**src/rtl/axil_slave_to_fifo.sv**
```systemverilog
// Purpose : AXI4-Lite slave; each write becomes a {data, addr} word pair pushed into a 32-bit command FIFO.
// Latency : AW+W handshake in cycle N -> data push N+1 -> address push N+2 -> bvalid N+3 (FIFO not full).
// Backpres: fifo_full stalls the pair between words; AW/W are not accepted again until the B handshake.
// Ports   : aclk/aresetn clock and async active-low reset; s_axi_aw*/w*/b* write channel; s_axi_ar*/r*
//           status read channel (rdata = {pair_cnt, 13'b0, win_err_sticky, busy, fifo_full});
//           fifo_din/fifo_wr_en/fifo_full push side of the command FIFO.
// Option  : define AXIL_FIFO_WIN_CHECK_EN to reject writes outside WIN_BASE/WIN_MASK with SLVERR.
module axil_slave_to_fifo #(
    parameter int          PAIR_CNT_W = 16,
    parameter logic [31:0] WIN_BASE   = 32'h1000_0000,
    parameter logic [31:0] WIN_MASK   = 32'hF000_0000
) (
    input  logic        aclk,
    input  logic        aresetn,
    input  logic [31:0] s_axi_awaddr,
    input  logic        s_axi_awvalid,
    output logic        s_axi_awready,
    input  logic [31:0] s_axi_wdata,
    input  logic [3:0]  s_axi_wstrb,
    input  logic        s_axi_wvalid,
    output logic        s_axi_wready,
    output logic [1:0]  s_axi_bresp,
    output logic        s_axi_bvalid,
    input  logic        s_axi_bready,
    input  logic [31:0] s_axi_araddr,
    input  logic        s_axi_arvalid,
    output logic        s_axi_arready,
    output logic [31:0] s_axi_rdata,
    output logic [1:0]  s_axi_rresp,
    output logic        s_axi_rvalid,
    input  logic        s_axi_rready,
    output logic [31:0] fifo_din,
    output logic        fifo_wr_en,
    input  logic        fifo_full
);

    localparam logic [1:0] RESP_OKAY   = 2'b00;
    localparam logic [1:0] RESP_SLVERR = 2'b10;

    typedef enum logic [1:0] {IDLE, PUSH_DATA, PUSH_ADDR, RESP} state_t;

    state_t                state;
    logic                  aw_lat;
    logic                  w_lat;
    logic [31:0]           awaddr_q;
    logic [31:0]           wdata_q;
    logic [3:0]            wstrb_q;
    logic [PAIR_CNT_W-1:0] pair_cnt;
    logic                  win_err;

    logic                  aw_hs;
    logic                  w_hs;
    logic                  aw_have;
    logic                  w_have;
    logic [3:0]            strb_sel;
    logic                  win_bad;

    // A channel counts as present if it handshakes this cycle or was latched earlier,
    // so the decision is made in the handshake cycle and the data push lands in N+1.
    assign aw_hs    = s_axi_awvalid & s_axi_awready;
    assign w_hs     = s_axi_wvalid & s_axi_wready;
    assign aw_have  = aw_lat | aw_hs;
    assign w_have   = w_lat | w_hs;
    assign strb_sel = w_hs ? s_axi_wstrb : wstrb_q;

`ifdef AXIL_FIFO_WIN_CHECK_EN
    logic [31:0] addr_sel;
    assign addr_sel = aw_hs ? s_axi_awaddr : awaddr_q;
    assign win_bad  = (addr_sel & WIN_MASK) != (WIN_BASE & WIN_MASK);
`else
    logic unused_ok;
    assign win_bad   = 1'b0;
    assign win_err   = 1'b0;
    assign unused_ok = ^{WIN_BASE, WIN_MASK};
`endif

    logic unused_araddr;
    assign unused_araddr = ^s_axi_araddr;

    // Push strobe is gated combinationally by fifo_full so a word is offered only when it can land.
    assign fifo_wr_en  = ((state == PUSH_DATA) || (state == PUSH_ADDR)) && !fifo_full;
    assign fifo_din    = (state == PUSH_DATA) ? wdata_q :
                         (state == PUSH_ADDR) ? awaddr_q : 32'h0;
    assign s_axi_rresp = RESP_OKAY;

    always_ff @(posedge aclk or negedge aresetn) begin
        if (!aresetn) begin
            state         <= IDLE;
            aw_lat        <= 1'b0;
            w_lat         <= 1'b0;
            awaddr_q      <= 32'h0;
            wdata_q       <= 32'h0;
            wstrb_q       <= 4'h0;
            pair_cnt      <= '0;
            s_axi_awready <= 1'b0;
            s_axi_wready  <= 1'b0;
            s_axi_bvalid  <= 1'b0;
            s_axi_bresp   <= RESP_OKAY;
`ifdef AXIL_FIFO_WIN_CHECK_EN
            win_err       <= 1'b0;
`endif
        end else begin
            case (state)
                IDLE: begin
                    if (aw_hs) begin
                        awaddr_q      <= s_axi_awaddr;
                        aw_lat        <= 1'b1;
                        s_axi_awready <= 1'b0;
                    end else if (!aw_lat) begin
                        s_axi_awready <= 1'b1;
                    end
                    if (w_hs) begin
                        wdata_q      <= s_axi_wdata;
                        wstrb_q      <= s_axi_wstrb;
                        w_lat        <= 1'b1;
                        s_axi_wready <= 1'b0;
                    end else if (!w_lat) begin
                        s_axi_wready <= 1'b1;
                    end
                    if (aw_have && w_have) begin
                        if ((strb_sel != 4'hF) || win_bad) begin
                            state        <= RESP;
                            s_axi_bresp  <= RESP_SLVERR;
                            s_axi_bvalid <= 1'b1;
                        end else begin
                            state <= PUSH_DATA;
                        end
`ifdef AXIL_FIFO_WIN_CHECK_EN
                        if (win_bad) begin
                            win_err <= 1'b1;
                        end
`endif
                    end
                end
                PUSH_DATA: begin
                    if (!fifo_full) begin
                        state <= PUSH_ADDR;
                    end
                end
                PUSH_ADDR: begin
                    if (!fifo_full) begin
                        pair_cnt     <= pair_cnt + PAIR_CNT_W'(1);
                        s_axi_bresp  <= RESP_OKAY;
                        s_axi_bvalid <= 1'b1;
                        state        <= RESP;
                    end
                end
                RESP: begin
                    if (s_axi_bready) begin
                        s_axi_bvalid  <= 1'b0;
                        aw_lat        <= 1'b0;
                        w_lat         <= 1'b0;
                        s_axi_awready <= 1'b1;
                        s_axi_wready  <= 1'b1;
                        state         <= IDLE;
                    end
                end
                default: state <= IDLE;
            endcase
        end
    end

    // Status read path runs independently of the write FSM; the snapshot is taken at the
    // AR handshake, so a coinciding final push is reported with the pre-increment count.
    always_ff @(posedge aclk or negedge aresetn) begin
        if (!aresetn) begin
            s_axi_arready <= 1'b0;
            s_axi_rvalid  <= 1'b0;
            s_axi_rdata   <= 32'h0;
        end else if (s_axi_arvalid && s_axi_arready) begin
            s_axi_arready <= 1'b0;
            s_axi_rvalid  <= 1'b1;
            s_axi_rdata   <= {16'(pair_cnt), 13'b0, win_err, (state != IDLE), fifo_full};
        end else if (s_axi_rvalid && s_axi_rready) begin
            s_axi_rvalid  <= 1'b0;
            s_axi_arready <= 1'b1;
        end else if (!s_axi_rvalid) begin
            s_axi_arready <= 1'b1;
        end
    end

endmodule

```
**config.mk**
```make
export PLATFORM = sky130hd
export DESIGN_NAME = axil_slave_to_fifo
export DESIGN_NICKNAME = d
export VERILOG_FILES = /design/src/rtl/axil_slave_to_fifo.sv
export SDC_FILE = /design/constraint.sdc
export NUM_CORES = 1
export LEC_CHECK = 0
export BUFFER_PORTS_ARGS = -buffer_cell sky130_fd_sc_hd__buf_4
export CORE_ASPECT_RATIO = 2
export CORE_MARGIN = 2
export CORE_UTILIZATION = 41
export DETAILED_ROUTE_END_ITERATION = 10
export PLACE_DENSITY = 0.66
export SYNTH_ARGS = -nofsm -noshare
export SYNTH_HDL_FRONTEND = slang
export SYNTH_SLANG_ARGS = --single-unit
```
**constraint.sdc**
```tcl
create_clock -name aclk -period 2.4 [get_ports aclk]
set_clock_uncertainty 0.15 [all_clocks]
set_input_delay 0.36 -clock aclk [delete_from_list [all_inputs] [get_ports aclk]]
set_output_delay 0.36 -clock aclk [all_outputs]
set_load 0.01 [all_outputs]
```
==> results.md, run 1 <==
- Final setup viols: 0
- Total power draw: 7.88 mW
- Boundary Pins: 182
- Clk sinks: 112
- Netlist cell types: 40
- Worst reg2reg path endpoint: s_axi_bvalid$_DFFE_PN0P_
- Worst-path clk slew: 0.08 ns
- Kind of end point of the critical path: primary output
- Initial antenna violation count: 0
- Layout net count: just over 600
- Critical path's slowest cell: dfrtp_2
- Dominant cell type by area after synthesis: dfrtp_1
- Synth warn: 0
- Routed length per placed instance: 17.2 um
- Status: finished, final reports clean
- Crit path from: state[0]$_DFFE_PN0P_
- Final cell count without fillers: 655
- Hold WC Path Type: input pin to flop
- Maxcap violations: 0
- First-pass iteration count of the detailed router: 4
- Synth top area share: 0.568
- IO buf count: roughly 130
- Top cells by area, synth: dfrtp_1, mux2_2, a22o_1
- Grt ovf: 0
- Chip Height: 159 um
- Vias in the first global route: 3682
- Clk_lat worst skew: 0.35 ns
- Starting Density: 0.419
- Fill count: between 1k and 1.5k
- Maximum clock path buffer count: 2
- Worst Hold Path EP: wdata_q[21]$_DFFE_PN0P_
- CP Cell Sequence: inv_4, ha_4, nor2b_4, bufbuf_16, a22o_1, buf_4
- CTS Buf Count: 9
- Post-route DRC violation count: 0
- Vias per std cell: 5.21
- DR WL met3: 435 um
- Worst Tran Pin Value: 0.754 ns
- Fin crit share: 0.962
- Avg Cell Area, Syn: ~13 um2
- Final worst path period need: 2.31 ns
- Maximum vdd drop: 0.000575 V
- Critical path peak fanout: 15
- Worst path required time: roughly 1.9 ns
- Pwr per Cell Area: 1220 mW/mm2
- RSZ-0062 raised after global routing: yes
- Count leader, synth: dfrtp_1
- Die W: 81.6 um
- Post-synth top flop: dfrtp_1
- Clock root cell: clkbuf_16
- Dpl hpwl: 7970 um
- CTS tree: yes
- Placed Instances: 634
- Type of origin of the critical path: flop
- RD Place Congestion: 0.788
- Setup Crit Path Kind: flop to primary output
- Reg2reg start: state[1]$_DFFE_PN0P_
- EDFF count, synth: 0
- Starting DRT DRC Count: 120
- Number of cells on the worst hold path: 2
- Final hold violations: 0
- Via count: 3414
- Flop and latch count out of synthesis: between 100 and 150
- Met2 wire length: 6530 um
- First-pass GRT wire length: 17900 um
- Cell Area, Synth: 0.00494 mm2
- Leak Pwr: 3.13 nW
- CP max stage delay: 0.46 ns
- CP arrival: 1.80 ns
- Area of the core: 0.0118 mm2
- Post-synth top cells: dfrtp_1, mux2_2, a22o_1, buf_4, nand2_1
- Post-DRT Antenna Nets: 0
- Ant diodes: 0
- R2R depth: 5
- Final wirelength: 11300 um
- Flop-to-flop setup slack: 0.27 ns
- Die ar.: between 0.01 and 0.015 mm2
- Fin. max-slew vios: 0
- Rel. slew slack: 0.496
- Cells after synthesis: approximately 370
- All-Layer GR Usage: 0.180
- Metal1 wirelength: between 4000 and 5000 um
- Cell Rows: 56
- Fraction of layout instances using a drive strength above 1: 0.506
- Top sig layer: met4
- Worst Min Path Start: s_axi_wdata[21]
- Htree depth: 3
- Sequential fraction of the synthesis area: 0.568
- Largest net degree at the start of global routing: 113
- Asr flop ratio synth: 1.00
- Layout area overhead: 31.3%
- Fmax: 0.433 GHz
power breakdown:
group	internal (mW)	leakage (nW)	switching, mW	total, mW
combinational	1.91	1.62	1.44	3.35
sequential	2.64	1.37	0.441	3.08
clock	0.748	0.141	0.699	1.45
total	5.29	3.13	2.58	7.88
critical path: cells and delay by family (launching register included):
kind | cells | cell delay, ns
adder cells (fa/ha/maj) | 1 | 0.17
AO/OA/AOI/OAI | 1 | 0.13
AND/OR/NAND/NOR | 1 | 0.17
buffers and inverters | 3 | 0.53
flip-flops | 1 | 0.46
through the flow:
step | setup slack (ns) | instance area, um2 | util | hold slack (ns) | TNS (ns)
finish | 0.0919 | 6480 | 0.551 | 0.0849 | 0
global route | -0.00349 | 6480 | 0.551 | 0.0769 | -0.00419
CTS | 0.0326 | 6450 | 0.548 | 0.0772 | 0
detailed placement | 0.214 | 6090 | 0.517 | 0.322 | 0
global placement | 0.303 | 6090 | 0.517 | 0.309 | 0
floorplan | 0.369 | 5000 | - | -0.0856 | 0
repair_timing:
action,in CTS,in global routing
setup endpoints to repair,30,29
hold endpoints to repair,111,0
buffers inserted,1,2
hold buffers,1,0
resized for setup,6,4
gates cloned,1,0
cell families after synthesis:
kind of cell,count (synthesis),share of synthesized area
flops,112,0.568
xor+xnor,15,0.0266
buf+inv,44,0.0474
fa+ha+maj,7,0.0177
simple gates,50,0.0555
mux,89,0.202
other cells,1,0.000760
compound gates,50,0.0819
flip-flops by register name, indices dropped and copies added (netlist names):
register	flops
s_axi_wready	1
aw_lat	1
s_axi_awready	1
wdata_q	32
s_axi_bvalid	1
s_axi_bresp	1
s_axi_arready	1
awaddr_q	32
s_axi_rvalid	1
pair_cnt	16
s_axi_rdata	18
w_lat	1
state	2
wstrb_q	4
worst max-delay path by stage:
stage / to / cells past startpoint
2_1_floorplan: fifo_din[10] / 7
3_3_place_gp: pair_cnt[15]$_DFFE_PN0P_ / 6
3_5_place_dp: pair_cnt[15]$_DFFE_PN0P_ / 6
4_1_cts: fifo_din[8] / 7
5_1_grt: fifo_din[30] / 6
6_report: fifo_din[30] / 6
layer usage:
metal,global-route usage,vias up
met5,0,-
met3,0.0289,15
met4,0.0689,0
met1,0.187,1744
li1,-,1556
met2,0.343,99
final cells by class:
cell class,instances,area [um2],share of cell area
multi-input combinational,228,2000,0.308
clock inverter,6,53.8,0.00830
clock buffer,10,239,0.0369
inverter,9,36.3,0.00560
timing repair buffer,145,1170,0.181
tap,145,181,0.0280
sequential,112,2800,0.433
cell usage in the layout (no fill, tap or decap), types with 3 or more instances in the layout:
master       n
a21oi_1      3
a22o_1      32
buf_12       4
buf_4      138
clkbuf_16    9
clkinv_4     4
conb_1      17
dfrtp_1    111
ha_1         5
inv_1        7
mux2_2      86
mux2i_1      3
nand2_1     16
nand3_1      5
nand4_1      5
nor2_1       8
o21ai_0      4
xnor2_1     13
Power figures use the tool's default switching activity.
==> run 2: changes to the inputs <==
- clock period: 2.4 -> 2.3 ns (I/O delays scaled with it)
==> run 2 against run 1 <==
  * Via count down 0.62%
  * Core utilization increased by 0.34 points
  * Largest power group unchanged
  * Global-route usage up 0.61 points
  * Hold slack worse by 0.010 ns
==> results.md, run 2 (synthesized netlist as in run 1, its figures left out) <==
- Worst reg2reg path endpoint: wdata_q[4]$_DFFE_PN0P_ (was s_axi_bvalid$_DFFE_PN0P_)
- Vias in the first global route: 3727 (was 3682)
- Worst Tran Pin Value: 0.596 ns (was 0.754 ns)
- Worst path required time: 1.80 ns (was 1.89 ns)
- Die W: 81.6 um (unchanged)
- Pwr per Cell Area: 1290 mW/mm2 (was 1220 mW/mm2)
- Area of the core: 0.0118 mm2 (unchanged)
- Grt ovf: 0 (unchanged)
- Final worst path period need: 2.26 ns
- Kind of end point of the critical path: primary output (unchanged)
- R2R depth: 5 (unchanged)
- All-Layer GR Usage: 0.186 (was 0.180)
- Rel. slew slack: 0.603 (was 0.496)
- Status: finished, final reports clean (unchanged)
- Reg2reg start: state[0]$_DFFE_PN0P_ (was state[1]$_DFFE_PN0P_)
- First-pass GRT wire length: 18100 um (was 17900 um)
- Crit-path leading delay family: flip-flops (was buffers and inverters)
- Initial antenna violation count: 0 (unchanged)
- Clock root cell: clkbuf_16 (unchanged)
- Final hold violations: 0 (unchanged)
- Final wirelength: 12000 um (was 11300 um)
- Starting Density: 0.419 (unchanged)
- Post-route DRC violation count: 0 (unchanged)
- Chip Height: 159 um (unchanged)
- Critical path buffers and inverters: 3 (unchanged)
- Starting DRT DRC Count: 147 (was 120)
- Power Internal: 5.65 mW (was 5.29 mW)
- CP Cell Sequence: inv_4, ha_4, nor2b_4, clkbuf_16, a22o_1, buf_4 (was inv_4, ha_4, nor2b_4, bufbuf_16, a22o_1, buf_4)
- Vias per std cell: 5.15 (was 5.21)
- Maxcap violations: 0 (unchanged)
- Routed length per placed instance: 18.3 um (was 17.2 um)
- Sw frac: 0.330 (was 0.328)
- Maximum vdd drop: 0.000621 V (was 0.000575 V)
- Sequential Power Share: 0.381 (was 0.391)
- Ant diodes: 0 (unchanged)
- CP arrival: 1.77 ns (was 1.80 ns)
- Die ar.: 0.0130 mm2 (unchanged)
- Fmax: 0.442 GHz
- Dpl hpwl: 8190 um (was 7970 um)
- Hold WC Path Type: input pin to flop (unchanged)
- First-pass iteration count of the detailed router: 4 (unchanged)
- Final core occ: 0.554 (was 0.551)
- Number of cells on the worst hold path: 2 (unchanged)
- CTS tree: yes (unchanged)
- Top sig layer: met4 (unchanged)
- Clk sinks: 112 (unchanged)
- RSZ-0062 raised after global routing: yes (unchanged)
- Setup Crit Path Kind: flop to primary output (unchanged)
- CTS Buf Count: 9 (unchanged)
- Total power draw: 8.43 mW (was 7.88 mW)
- Cell Rows: 56 (unchanged)
- Boundary Pins: 182 (unchanged)
- Htree depth: 3 (unchanged)
- Critical path peak fanout: 8 (was 15)
- Crit path depth: 6 (unchanged)
- Fraction of layout instances using a drive strength above 1: 0.510 (was 0.506)
- Fin. max-slew vios: 0 (unchanged)
- Largest net degree at the start of global routing: 113 (unchanged)
- Flop-to-flop setup slack: 0.24 ns (was 0.27 ns)
- Maximum clock path buffer count: 2 (unchanged)
- Post-DRT Antenna Nets: 0 (unchanged)
- Layout net count: 624 (was 620)
- CP max stage delay: 0.45 ns (was 0.46 ns)
- Worst Min Path Start: s_axi_awaddr[29] (was s_axi_wdata[21])
- Leak Pwr: 3.14 nW (was 3.13 nW)
- DR WL met3: 444 um (was 435 um)
- Worst Hold Path EP: awaddr_q[29]$_DFFE_PN0P_ (was wdata_q[21]$_DFFE_PN0P_)
- Clk_lat worst skew: 0.35 ns (about the same)
- Combinational power share: 0.432 (was 0.426)
- IO buf count: 132 (unchanged)
- Layout area overhead: 32.1% (was 31.3%)
- Fin crit share: 0.983
- RD Place Congestion: 0.739 (was 0.788)
- Met2 wire length: 6920 um (was 6530 um)
- Type of origin of the critical path: flop (unchanged)
- Fill count: 1015 (was 1043)
- Via count: 3393 (was 3414)
- Clock power share: 0.186 (was 0.184)
- Top flop regs: awaddr_q x32, wdata_q x32, s_axi_rdata x18 (unchanged)
- Sw Pwr: 2.78 mW (was 2.58 mW)
- Final setup viols: 0 (unchanged)
- Critical path's slowest cell: dfrtp_2 (unchanged)
- Metal1 wirelength: 4230 um (was 4060 um)
- Most frequent cells in the layout: buf_4, dfrtp_1, mux2_2 (unchanged)
- Commonest non-fill, non-tap cell in the layout: buf_4 (unchanged)
- Worst-path clk slew: 0.07 ns (was 0.08 ns)
## run 2: area by class of cell
cell class	instances	area [um2]	area share
Clock buffer	9	225	0.0345
Clock inverter	7	71.3	0.0109
Inverter	9	36.3	0.00556
Multi-Input combinational cell	228	1990	0.305
Sequential cell	112	2800	0.430
Tap cell	145	181	0.0278
Timing Repair Buffer	149	1220	0.186
## run 2: what timing repair did
item / in CTS / in global routing
hold buffers: 1 / 0
resized for setup: 5 / 10
pin swaps: 0 / 10
hold endpoints to repair: 112 / 0
gates cloned: 1 / 2
setup endpoints to repair: 32 / 32
setup buffers: 0 / 4
## run 2: power by group through the flow
stage,sequential (mW),clock [mW],combinational (mW)
final,3.21,1.57,3.64
after global routing,3.31,1.69,3.93
after CTS,3.20,1.61,3.49
after detailed placement,3.24,0,3.36
after global placement,3.17,0,3.28
after floorplan,3.14,0,2.01
## run 2: metrics by stage
step	setup slack [ns]	instances	hold slack, ns	instance area (um2)	TNS [ns]
2_1_floorplan	0.284	384	-0.101	5000	0
3_3_place_gp	0.262	635	0.309	6080	0
3_5_place_dp	0.200	635	0.324	6080	0
4_1_cts	-0.0325	653	0.0633	6430	-0.250
5_1_grt	-0.0480	659	0.0550	6520	-0.688
6_report	0.0382	659	0.0747	6520	0
## run 2: how the worst max path moves through the flow
stage / startpoint / end / slack, ns
after floorplan: state[1]$_DFFE_PN0P_ / fifo_din[10] / 0.28
after global placement: state[0]$_DFFE_PN0P_ / wdata_q[12]$_DFFE_PN0P_ / 0.26
after detailed placement: state[0]$_DFFE_PN0P_ / wdata_q[22]$_DFFE_PN0P_ / 0.20
after CTS: state[0]$_DFFE_PN0P_ / fifo_din[4] / -0.03
after global routing: state[0]$_DFFE_PN0P_ / fifo_din[31] / -0.05
final: state[0]$_DFFE_PN0P_ / fifo_din[18] / 0.04
## run 2: per-layer routing
metal,up-vias,GRT usage
li1,1557,-
met1,1707,0.192
met2,104,0.342
met3,25,0.0442
met4,0,0.0811
met5,-,0
